`config.mk`:
```
export PLATFORM = sky130hd
export DESIGN_NAME = pipe_hazard_ctrl
export DESIGN_NICKNAME = d
export VERILOG_FILES = /design/src/rtl/pipe_ctrl_pkg.sv /design/src/rtl/fwd_select.sv /design/src/rtl/pipe_hazard_ctrl.sv
export SDC_FILE = /design/constraint.sdc
export NUM_CORES = 1
export LEC_CHECK = 0
export CELL_PAD_IN_SITES_DETAIL_PLACEMENT = 0
export CELL_PAD_IN_SITES_GLOBAL_PLACEMENT = 1
export CORE_MARGIN = 2
export CORE_UTILIZATION = 40
export CTS_CLUSTER_SIZE = 16
export DETAILED_ROUTE_END_ITERATION = 7
export PLACE_DENSITY_LB_ADDON = 0.1
export SLEW_MARGIN = 20
export SYNTH_ARGS = -nofsm -noshare
export SYNTH_HDL_FRONTEND = slang
export SYNTH_SLANG_ARGS = --single-unit
```
`constraint.sdc`:
```
create_clock -name clk -period 5.17 [get_ports clk]
set_input_delay 0.7755 -clock clk [delete_from_list [all_inputs] [get_ports clk]]
set_output_delay 0.7755 -clock clk [all_outputs]
set_load 0.01 [all_outputs]
```
`src/rtl/pipe_ctrl_pkg.sv`:
```
// Shared types and constants for the 5-stage pipeline hazard controller:
// FSM encoding, forwarding-source codes and the stage scoreboard entry.
package pipe_ctrl_pkg;

    typedef enum logic [1:0] {
        RUN        = 2'b00,
        LOAD_STALL = 2'b01,
        MEM_WAIT   = 2'b10
    } ctrl_state_e;

    localparam logic [1:0] FWD_RF  = 2'b00;
    localparam logic [1:0] FWD_EX  = 2'b01;
    localparam logic [1:0] FWD_MEM = 2'b10;
    localparam logic [1:0] FWD_WB  = 2'b11;

    localparam logic [3:0] REG_PC = 4'd15;

    // Destination tracking for one downstream pipeline stage.
    typedef struct packed {
        logic       valid;
        logic [3:0] rd;
        logic       load;
    } sb_entry_t;

    localparam sb_entry_t SB_EMPTY = '{valid: 1'b0, rd: 4'd0, load: 1'b0};

endpackage

```
`src/rtl/fwd_select.sv`:
```
// Forwarding source selection for one ID-stage operand against the
// EX/MEM/WB scoreboard; the youngest matching producer wins.
module fwd_select
    import pipe_ctrl_pkg::*;
(
    input  logic       use_reg,
    input  logic [3:0] src,
    input  sb_entry_t  ex_e,
    input  sb_entry_t  mem_e,
    input  sb_entry_t  wb_e,
    output logic [1:0] fwd
);

    // NOTE: fwd gets a default before any branch, so no path leaves it unassigned and no latch is inferred.
    always_comb begin
        fwd = FWD_RF;
        if (use_reg && src != REG_PC) begin
            if (ex_e.valid && ex_e.rd == src) begin
                fwd = FWD_EX;
            end else if (mem_e.valid && mem_e.rd == src) begin
                fwd = FWD_MEM;
            end else if (wb_e.valid && wb_e.rd == src) begin
                fwd = FWD_WB;
            end
        end
    end

endmodule

```
`src/rtl/pipe_hazard_ctrl.sv`:
```
// Central hazard controller: operand forwarding, load-use stalls, branch
// flushes and data-memory wait freezes with timeout for the 5-stage pipeline.
module pipe_hazard_ctrl
    import pipe_ctrl_pkg::*;
#(
    parameter int MEM_TIMEOUT = 15,
    parameter int CNT_W       = 16
) (
    input  logic             clk,
    input  logic             Reset,
    input  logic [3:0]       id_rn,
    input  logic [3:0]       id_rm,
    input  logic [3:0]       id_rd,
    input  logic             id_use_rn,
    input  logic             id_use_rm,
    input  logic             id_use_rd,
    input  logic             id_rf_en,
    input  logic             id_load,
    input  logic             id_branch_taken,
    input  logic             mem_access,
    input  logic             mem_ready,
    output logic             pc_le,
    output logic             ifid_le,
    output logic             ifid_clr,
    output logic             nop_sel,
    output logic             pipe_freeze,
    output logic [1:0]       fwd_a,
    output logic [1:0]       fwd_b,
    output logic [1:0]       fwd_c,
    output logic             mem_err,
    output logic [CNT_W-1:0] stall_cnt
);

    localparam int TO_W = $clog2(MEM_TIMEOUT + 1);
    localparam logic [TO_W-1:0] TO_LAST = TO_W'(MEM_TIMEOUT - 1);

    ctrl_state_e      state_q, state_d;
    sb_entry_t        ex_q, mem_q, wb_q;
    sb_entry_t        ex_d, mem_d, wb_d;
    logic [TO_W-1:0]  to_cnt_q, to_cnt_d;
    logic [CNT_W-1:0] stall_cnt_q, stall_cnt_d;

    logic [1:0] fwd_a_raw, fwd_b_raw, fwd_c_raw;
    logic       mem_wait_req;
    logic       load_use;

    fwd_select u_fwd_a (
        .use_reg (id_use_rn),
        .src     (id_rn),
        .ex_e    (ex_q),
        .mem_e   (mem_q),
        .wb_e    (wb_q),
        .fwd     (fwd_a_raw)
    );

    fwd_select u_fwd_b (
        .use_reg (id_use_rm),
        .src     (id_rm),
        .ex_e    (ex_q),
        .mem_e   (mem_q),
        .wb_e    (wb_q),
        .fwd     (fwd_b_raw)
    );

    fwd_select u_fwd_c (
        .use_reg (id_use_rd),
        .src     (id_rd),
        .ex_e    (ex_q),
        .mem_e   (mem_q),
        .wb_e    (wb_q),
        .fwd     (fwd_c_raw)
    );

    assign mem_wait_req = mem_access & ~mem_ready;

    // A load in EX cannot forward yet: any consumer reading its rd must wait a cycle.
    assign load_use = ex_q.valid && ex_q.load &&
                      ((id_use_rn && id_rn == ex_q.rd) ||
                       (id_use_rm && id_rm == ex_q.rd) ||
                       (id_use_rd && id_rd == ex_q.rd));

    always_comb begin
        state_d     = state_q;
        to_cnt_d    = to_cnt_q;
        pc_le       = 1'b1;
        ifid_le     = 1'b1;
        ifid_clr    = 1'b0;
        nop_sel     = 1'b0;
        pipe_freeze = 1'b0;
        mem_err     = 1'b0;

        unique case (state_q)
            RUN: begin
                if (mem_wait_req) begin
                    pipe_freeze = 1'b1;
                    pc_le       = 1'b0;
                    ifid_le     = 1'b0;
                    state_d     = MEM_WAIT;
                    to_cnt_d    = '0;
                end else if (load_use) begin
                    pc_le   = 1'b0;
                    ifid_le = 1'b0;
                    nop_sel = 1'b1;
                    state_d = LOAD_STALL;
                end else if (id_branch_taken) begin
                    ifid_clr = 1'b1;
                end
            end
            LOAD_STALL: begin
                // The held consumer now forwards from MEM; a blocked branch resolves here.
                state_d = RUN;
                if (mem_wait_req) begin
                    pipe_freeze = 1'b1;
                    pc_le       = 1'b0;
                    ifid_le     = 1'b0;
                    state_d     = MEM_WAIT;
                    to_cnt_d    = '0;
                end else begin
                    ifid_clr = id_branch_taken;
                end
            end
            MEM_WAIT: begin
                if (mem_ready) begin
                    state_d = RUN;
                end else if (to_cnt_q == TO_LAST) begin
                    mem_err = 1'b1;
                    state_d = RUN;
                end else begin
                    pipe_freeze = 1'b1;
                    pc_le       = 1'b0;
                    ifid_le     = 1'b0;
                    to_cnt_d    = to_cnt_q + TO_W'(1);
                end
            end
            default: state_d = RUN;
        endcase

        // Reset overrides everything so the pipeline never sees a stale stall.
        if (Reset) begin
            state_d     = RUN;
            to_cnt_d    = '0;
            pc_le       = 1'b1;
            ifid_le     = 1'b1;
            ifid_clr    = 1'b0;
            nop_sel     = 1'b0;
            pipe_freeze = 1'b0;
            mem_err     = 1'b0;
        end
    end

    always_comb begin
        ex_d  = ex_q;
        mem_d = mem_q;
        wb_d  = wb_q;
        if (!pipe_freeze) begin
            wb_d  = mem_q;
            mem_d = ex_q;
            ex_d  = '{valid: id_rf_en & ~nop_sel & ~ifid_clr, rd: id_rd, load: id_load};
        end
    end

    always_comb begin
        stall_cnt_d = stall_cnt_q;
        if (!pc_le && stall_cnt_q != '1) begin
            stall_cnt_d = stall_cnt_q + CNT_W'(1);
        end
    end

    // NOTE: sequential state is updated only with non-blocking assignments so every flop samples pre-edge values.
    always_ff @(posedge clk) begin
        if (Reset) begin
            state_q     <= RUN;
            ex_q        <= SB_EMPTY;
            mem_q       <= SB_EMPTY;
            wb_q        <= SB_EMPTY;
            to_cnt_q    <= '0;
            stall_cnt_q <= '0;
        end else begin
            state_q     <= state_d;
            ex_q        <= ex_d;
            mem_q       <= mem_d;
            wb_q        <= wb_d;
            to_cnt_q    <= to_cnt_d;
            stall_cnt_q <= stall_cnt_d;
        end
    end

    assign fwd_a     = Reset ? FWD_RF : fwd_a_raw;
    assign fwd_b     = Reset ? FWD_RF : fwd_b_raw;
    assign fwd_c     = Reset ? FWD_RF : fwd_c_raw;
    assign stall_cnt = stall_cnt_q;

endmodule

```
==> impl_metrics.prom, run 1 <==
# TYPE chip_impl_metric gauge
chip_impl_metric{name="fin_area",unit="um2"} 2980
chip_impl_metric{name="number_of_drc_markers_after_the_initial_detailed_route_iteration",unit=""} 177
chip_impl_metric{name="cts-buffers-inserted",unit=""} 5
chip_impl_info{name="setup_repair_after_global_routing_missed_its_margin",value="false"} 1
chip_impl_metric{name="num-fill-cells",unit=""} 581
chip_impl_metric{name="global_route.usage.total",unit="%"} 18.7
chip_impl_metric{name="power_density",unit="nW/um2"} 228
chip_impl_metric{name="horizontal_die_dimension",unit="um"} 81.2
chip_impl_metric{name="vias_per_cell",unit=""} 5.41
chip_impl_info{name="layout_commonest_cell",value="clkdlybuf4s50_1"} 1
chip_impl_metric{name="totalWireLength",unit="um"} 5980
chip_impl_info{name="worst-setup-path-type",value="primary input to output port"} 1
chip_impl_metric{name="layout-area-overhead-vs-synth",unit="%"} 25.1
chip_impl_metric{name="initial_utilization",unit="%"} 40.7
chip_impl_metric{name="synth_nets",unit=""} 323
chip_impl_metric{name="global_route_wire_length_before_repair",unit="um"} 9430
chip_impl_metric{name="postSynthCellCount",unit=""} 298
chip_impl_metric{name="floorplan.die.height",unit="um"} 81.2
chip_impl_metric{name="core-area",unit="um2"} 5850
chip_impl_metric{name="report.final.hold_viol_count",unit=""} 0
chip_impl_metric{name="first_pass_iters",unit=""} 5
chip_impl_info{name="ctsRootBufferMaster",value="clkbuf_8"} 1
chip_impl_metric{name="max-cap-violations",unit=""} 0
chip_impl_metric{name="syn-cell-area",unit="um2"} 2380
chip_impl_metric{name="hold_buffers",unit=""} 0
chip_impl_metric{name="clock_sink_count",unit=""} 38
chip_impl_metric{name="finalSetupTns",unit="ns"} 0
chip_impl_metric{name="drcViolationCount",unit=""} 0
chip_impl_metric{name="dpl_cell_area",unit="um2"} 2870
chip_impl_metric{name="yosysTopAreaCellShare",unit="%"} 31.9
chip_impl_metric{name="cts_resized",unit=""} 0
chip_impl_metric{name="buffer_ports.inserted",unit=""} 49
chip_impl_metric{name="critPathMaxFanout",unit=""} 12
chip_impl_metric{name="cts_post_setup_buffers_inserted",unit=""} 0
chip_impl_metric{name="finalNetCount",unit=""} 359
chip_impl_metric{name="fp.dieArea",unit="um2"} 6590
chip_impl_metric{name="totalPowerFinal",unit="mW"} 0.679
chip_impl_metric{name="async_flop_share",unit="%"} 0
chip_impl_metric{name="grt_overflow",unit=""} 0
chip_impl_metric{name="floorplan.io_pins",unit=""} 50
chip_impl_metric{name="max_slew.worst_pin.slew",unit="ns"} 0.786
chip_impl_metric{name="final.setup_skew",unit="ns"} 0.0105
chip_impl_metric{name="antenna_violations_before_repair",unit=""} 0
chip_impl_metric{name="ys_warn_count",unit=""} 0
chip_impl_metric{name="worst_ep_arrival_time",unit="ns"} 3.48
chip_impl_info{name="top_library_cells_by_usage_in_the_layout_fill_and_taps_aside",value="49 x clkdlybuf4s50_1, 46 x nand2_1, 38 x dfxtp_1, 31 x xor2_1, 24 x a21oi_1"} 1
chip_impl_metric{name="cts.reportedPaths.clkPinSlew",unit="ns"} 0.08
chip_impl_metric{name="max-vdd-ir-drop",unit="mV"} 0.139
chip_impl_info{name="type_of_element_capturing_the_critical_path",value="output port"} 1
chip_impl_metric{name="synth.lib_cells_used.distinct",unit=""} 45
chip_impl_metric{name="clockBufferDepth",unit=""} 2
chip_impl_metric{name="total_area_of_multi_input_combinational_cells",unit="um2"} 1490
chip_impl_info{name="hold_crit_class",value="register to register"} 1
chip_impl_info{name="tritoncts",value="built"} 1
chip_impl_metric{name="finalSetupViolCount",unit=""} 0
chip_impl_metric{name="antenna_cells",unit=""} 0
chip_impl_metric{name="synth.yosys.seq_area_share",unit="%"} 31.9
chip_impl_info{name="outcome",value="finished clean"} 1
chip_impl_metric{name="max_slew_margin",unit="%"} 47.6
chip_impl_metric{name="place_hpwl",unit="um"} 4290
chip_impl_metric{name="timing.final.max_slew_violations",unit=""} 0
chip_impl_metric{name="synth_edf_count",unit=""} 0
chip_impl_metric{name="htree_levels",unit=""} 2
chip_impl_metric{name="ant_nets",unit=""} 0
chip_impl_metric{name="avgRoutedWirePerCell",unit="um"} 14.6
chip_impl_metric{name="number_of_register_bits_inferred_by_synthesis",unit=""} 38
chip_impl_info{name="synth_top_cell_by_area",value="dfxtp_1"} 1
chip_impl_metric{name="layout-drive-gt1-share",unit="%"} 6.57
chip_impl_metric{name="dr_total_vias",unit=""} 2220
chip_impl_metric{name="critPathRequiredTime",unit="ns"} 4.39
chip_impl_metric{name="first_global_vias",unit=""} 1882
chip_impl_metric{name="grt_start_max_net_pins",unit=""} 43
chip_impl_info{name="yosys-top-cells-area",value="dfxtp_1 32%, xor2_1 11%, nand2_1 7.2%"} 1
chip_impl_info{name="postSynth.topFlopCell",value="dfxtp_1"} 1
chip_impl_metric{name="final.min_clock_period",unit="ns"} 4.25
chip_impl_metric{name="final_min_period_over_clock_period",unit="%"} 82.2
chip_impl_metric{name="floorplan.rows",unit=""} 28
chip_impl_metric{name="globalplace.congestion",unit=""} 0.803
chip_impl_metric{name="leakagePower",unit="nW"} 1.05
chip_impl_info{name="worstSetupStartpointType",value="primary input"} 1
chip_impl_metric{name="timing.fmax",unit="GHz"} 0.235
chip_impl_metric{name="post_synth.cell_area_avg",unit="um2"} 8.00
chip_impl_metric{name="register_area",unit="um2"} 761
chip_impl_metric{name="clock_insertion_delay_at_the_later_pin_of_the_skew_report",unit="ns"} 0.29
-- metrics by stage --
| step | instances | utilization (%) | hold WS (ns) | setup WS (ns) |
|---|---|---|---|---|
| floorplan | 298 | - | 0.436 | 2.27 |
| global placement | 402 | 49.0 | 0.445 | 0.983 |
| detailed placement | 402 | 49.0 | 0.456 | 0.914 |
| CTS | 410 | 51.0 | 0.469 | 0.914 |
| global route | 410 | 51.0 | 0.511 | 0.797 |
| finish | 410 | 51.0 | 0.465 | 0.918 |
-- state kept, by name, summed over array words and instances (netlist names) --
| register | cells |
|---|---|
| wb_q | 5 |
| ex_q | 6 |
| to_cnt_q | 4 |
| state_q | 2 |
| stall_cnt | 16 |
| mem_q | 5 |
-- area by class of cell --
type	count	share of cell area, %
clock buffers	5	2.31
well taps	75	3.15
clock inverters	3	1.51
repair buffers	51	17.0
multi-input cells	233	49.9
inverters	5	0.629
flip-flops and latches	38	25.5
-- Yosys cell counts (2+ instances only) --
library cell	count
dfxtp_1	38
a31oi_1	2
o311ai_0	2
nand2_1	46
ha_1	3
a211oi_1	3
buf_6	3
o31ai_1	7
nor3_1	8
or4_1	8
inv_1	5
buf_2	2
clkbuf_1	13
nor4_4	2
a21oi_1	24
and4_1	2
nand4_1	7
nand3_1	11
xor2_1	31
and2_1	4
clkbuf_2	3
xnor2_1	7
nand4b_1	2
nor4_1	4
nor2_1	21
mux2_2	5
o21ai_0	2
nand2b_1	4
a22oi_1	3
a21o_1	2
nor2b_1	10
-- kinds of logic (layout without fill, tap and decap cells) --
family | Yosys count | after routing | share of synthesized area, %
and+or+nand+nor | 136 | 136 | 30.6
AOI/OAI and AO/OA | 50 | 50 | 13.3
xor gates and xnor gates | 39 | 39 | 14.6
DFF | 38 | 38 | 31.9
buffers and inverters | 27 | 64 | 5.62
muxes | 5 | 5 | 2.36
adders and majority gates | 3 | 3 | 1.57
-- final timing paths --
check | from | to | slack, ns | cells after the start
max | id_rm[1] | ifid_le | 0.92 | 6
min | ex_q[0] | ex_q[0] | 0.47 | 2
max reg2reg | ex_q[1] | stall_cnt[14] | 2.55 | 6
min reg2reg | ex_q[0] | ex_q[0] | 0.47 | 2
-- power breakdown --
group | switching, mW | leakage [nW] | internal (mW)
sequential | 0.0159 | 0.309 | 0.301
clock | 0.114 | 0.0504 | 0.144
combinational | 0.0595 | 0.695 | 0.0461
-- critical path: stages --
cell,delay (ns)
clkdlybuf4s50_1,0.58
xor2_1,0.27
nor4_4,0.09
a222oi_1,0.68
a21o_1,0.45
clkdlybuf4s50_1,0.62
-- metal layers --
metal	vias to the layer above	wire, um	GRT usage, %
met2	51	2630	27.4
met5	-	0	0
li1	1118	-	-
met4	0	27	4.07
met3	4	254	3.33
met1	1047	3070	28.2
No activity file was read; power rests on OpenSTA's default activity.
==> run 2: changes to the inputs <==
--- a/config.mk
+++ b/config.mk
@@ -8,7 +8,7 @@
 export CELL_PAD_IN_SITES_DETAIL_PLACEMENT = 0
 export CELL_PAD_IN_SITES_GLOBAL_PLACEMENT = 1
 export CORE_MARGIN = 2
-export CORE_UTILIZATION = 40
+export CORE_UTILIZATION = 37
 export CTS_CLUSTER_SIZE = 16
 export DETAILED_ROUTE_END_ITERATION = 7
 export PLACE_DENSITY_LB_ADDON = 0.1
==> constraint.sdc (replaced) <==
create_clock -name clk -period 4.35 [get_ports clk]
set_input_delay 0.6525 -clock clk [delete_from_list [all_inputs] [get_ports clk]]
set_output_delay 0.6525 -clock clk [all_outputs]
set_load 0.01 [all_outputs]
==> run 2 against run 1 <==
Net effect: design area down 0.34%; hold slack got worse by 0.0078 ns; utilization shrank 3.6 points; sequential cell count stayed put; sequential power grew 19%; register-to-register slack got worse by 0.79 ns; non-clock buffer count is 2 higher; clock-buffer cell count rose by 1; highest routed layer unchanged.
==> impl_metrics.prom, run 2 (synthesized netlist as in run 1, its figures left out) <==
# TYPE chip_impl_metric gauge
chip_impl_metric{name="ant_nets",unit=""} 0
chip_impl_info{name="hold_crit_class",value="register to register"} 1
chip_impl_metric{name="initial_utilization",unit="%"} 38.0
chip_impl_metric{name="first_global_vias",unit=""} 2055
chip_impl_metric{name="grt_start_max_net_pins",unit=""} 43
chip_impl_metric{name="max-cap-violations",unit=""} 0
chip_impl_metric{name="max_slew_margin",unit="%"} 65.0
chip_impl_metric{name="floorplan.rows",unit=""} 29
chip_impl_metric{name="avgRoutedWirePerCell",unit="um"} 14.6
chip_impl_metric{name="ff2ff_setup_slack",unit="ns"} 1.76
chip_impl_metric{name="vias_per_cell",unit=""} 5.28
chip_impl_info{name="cp-startpoint",value="id_rd[0]"} 1
chip_impl_metric{name="leakagePower",unit="nW"} 1.06
chip_impl_metric{name="r2r.worst_path.cells",unit=""} 8
chip_impl_metric{name="netSwitchingFraction",unit="%"} 29.7
chip_impl_info{name="top_library_cells_by_usage_in_the_layout_fill_and_taps_aside",value="49 x clkdlybuf4s50_1, 46 x nand2_1, 38 x dfxtp_1, 31 x xor2_1, 24 x a21oi_1"} 1
chip_impl_metric{name="flip_flop_count_of_the_largest_register_after_layout",unit=""} 16
chip_impl_metric{name="global_route.usage.total",unit="%"} 17.8
chip_impl_metric{name="final.min_clock_period",unit="ns"} 3.77
chip_impl_metric{name="critPathMaxFanout",unit=""} 5
chip_impl_metric{name="power_frac_seq",unit="%"} 50.1
chip_impl_metric{name="cts.reportedPaths.clkPinSlew",unit="ns"} 0.08
chip_impl_info{name="setup_repair_after_global_routing_missed_its_margin",value="false"} 1
chip_impl_metric{name="final_min_period_over_clock_period",unit="%"} 86.7
chip_impl_metric{name="max-vdd-ir-drop",unit="mV"} 0.119
chip_impl_metric{name="antenna_violations_before_repair",unit=""} 0
chip_impl_metric{name="drcViolationCount",unit=""} 0
chip_impl_metric{name="htree_levels",unit=""} 2
chip_impl_metric{name="max_slew.worst_pin.slew",unit="ns"} 0.524
chip_impl_metric{name="horizontal_die_dimension",unit="um"} 84.3
chip_impl_metric{name="floorplan.die.height",unit="um"} 84.3
chip_impl_metric{name="globalplace.congestion",unit=""} 0.899
chip_impl_metric{name="num-fill-cells",unit=""} 637
chip_impl_metric{name="place_hpwl",unit="um"} 4380
chip_impl_metric{name="p_sw",unit="mW"} 0.223
chip_impl_info{name="type_of_element_capturing_the_critical_path",value="output port"} 1
chip_impl_metric{name="cts_resized",unit=""} 0
chip_impl_metric{name="finalSetupViolCount",unit=""} 0
chip_impl_metric{name="final.setup_skew",unit="ns"} 0.0132
chip_impl_metric{name="cts_post_setup_buffers_inserted",unit=""} 0
chip_impl_metric{name="cts-buffers-inserted",unit=""} 5
chip_impl_metric{name="clockBufferDepth",unit=""} 2
chip_impl_info{name="tritoncts",value="built"} 1
chip_impl_metric{name="preCtsSetupSlack",unit="ns"} 0.562
chip_impl_metric{name="internal_power",unit="mW"} 0.527
chip_impl_metric{name="fin_area",unit="um2"} 2970
chip_impl_info{name="layout_commonest_cell",value="clkdlybuf4s50_1"} 1
chip_impl_info{name="critical_path.reg2reg.endpoint",value="stall_cnt[12]"} 1
chip_impl_metric{name="timing.fmax",unit="GHz"} 0.265
chip_impl_info{name="outcome",value="finished clean"} 1
chip_impl_metric{name="worst_ep_arrival_time",unit="ns"} 3.12
chip_impl_metric{name="global_route_wire_length_before_repair",unit="um"} 10200
chip_impl_metric{name="power_density",unit="nW/um2"} 252
chip_impl_metric{name="power.clock.fraction",unit="%"} 32.9
chip_impl_metric{name="finalSetupTns",unit="ns"} 0
chip_impl_metric{name="floorplan.io_pins",unit=""} 50
chip_impl_metric{name="antenna_cells",unit=""} 0
chip_impl_metric{name="dpl.cell_count",unit=""} 406
chip_impl_metric{name="grt_overflow",unit=""} 0
chip_impl_metric{name="p_comb_share",unit="%"} 16.9
chip_impl_metric{name="report.final.hold_viol_count",unit=""} 0
chip_impl_metric{name="postLayoutSetupSlackWorst",unit="ns"} 0.580
chip_impl_metric{name="dr_total_vias",unit=""} 2186
chip_impl_info{name="timing.rr.start",value="ex_q[1]"} 1
chip_impl_info{name="worstSetupStartpointType",value="primary input"} 1
chip_impl_metric{name="clock_insertion_delay_at_the_later_pin_of_the_skew_report",unit="ns"} 0.30
chip_impl_metric{name="timing.final.max_slew_violations",unit=""} 0
chip_impl_metric{name="core-area",unit="um2"} 6280
chip_impl_metric{name="post_route_insts_no_fill",unit=""} 414
chip_impl_info{name="setup_crit_end",value="nop_sel"} 1
chip_impl_metric{name="layout-drive-gt1-share",unit="%"} 6.82
chip_impl_metric{name="number_of_drc_markers_after_the_initial_detailed_route_iteration",unit=""} 93
chip_impl_metric{name="hold_buffers",unit=""} 0
chip_impl_info{name="ctsRootBufferMaster",value="clkbuf_8"} 1
chip_impl_metric{name="finalNetCount",unit=""} 361
chip_impl_metric{name="totalWireLength",unit="um"} 6040
chip_impl_metric{name="first_pass_iters",unit=""} 4
chip_impl_metric{name="layout-area-overhead-vs-synth",unit="%"} 24.7
chip_impl_info{name="worst-setup-path-type",value="primary input to output port"} 1
chip_impl_metric{name="fp.dieArea",unit="um2"} 7100
chip_impl_metric{name="clock_sink_count",unit=""} 38
chip_impl_metric{name="critPathRequiredTime",unit="ns"} 3.70
chip_impl_metric{name="dpl_cell_area",unit="um2"} 2890
chip_impl_metric{name="buffer_ports.inserted",unit=""} 49
## run 2: worst max-delay path: stages
cell and delay, ns:
clkdlybuf4s50_1 0.54, xor2_2 0.20, nor4_2 0.39, a222oi_1 0.19, buf_4 0.18, nor3_1 0.25, and2_1 0.18, clkdlybuf4s50_1 0.53
## run 2: final cells by class
type	instances	area [um2]	area share [%]
Multi-Input combinational cell	233	1490	50.1
Clock buffer	6	72.6	2.44
Clock inverter	2	13.8	0.463
Inverter	5	18.8	0.632
Sequential cell	38	761	25.6
Tap cell	77	96.3	3.24
Timing Repair Buffer	53	520	17.5
## run 2: worst min path at each step
stage,startpoint,to,slack (ns),cells after the start
after floorplan,ex_q[0],ex_q[0],0.44,2
after global placement,ex_q[0],ex_q[0],0.44,2
after detailed placement,ex_q[0],ex_q[0],0.45,2
after CTS,ex_q[0],ex_q[0],0.46,2
after global routing,ex_q[0],ex_q[0],0.50,2
final,ex_q[0],ex_q[0],0.46,2
## run 2: metal layers
layer	track usage [%]	vias to the layer above	part of all wire (%)
met5	0	-	0
met4	4.40	0	0.94
met3	3.64	5	4.9
met2	28.1	45	46
met1	24.9	1019	48
li1	-	1117	-
## run 2: power by group through the flow
stage / sequential, mW / clock (mW) / combinational [mW]
after floorplan: 0.371 / 0 / 0.0925
after global placement: 0.384 / 0 / 0.127
after detailed placement: 0.384 / 0 / 0.128
after CTS: 0.376 / 0.254 / 0.128
after global routing: 0.378 / 0.270 / 0.143
final: 0.376 / 0.247 / 0.127
## run 2: per-stage QoR
| step | power (mW) | hold WS, ns | util (%) |
|---|---|---|---|
| after floorplan | 0.463 | 0.436 | - |
| after global placement | 0.512 | 0.444 | 46.0 |
| after detailed placement | 0.512 | 0.450 | 46.0 |
| after CTS | 0.759 | 0.462 | 47.3 |
| after global routing | 0.790 | 0.495 | 47.3 |
| final | 0.750 | 0.458 | 47.3 |
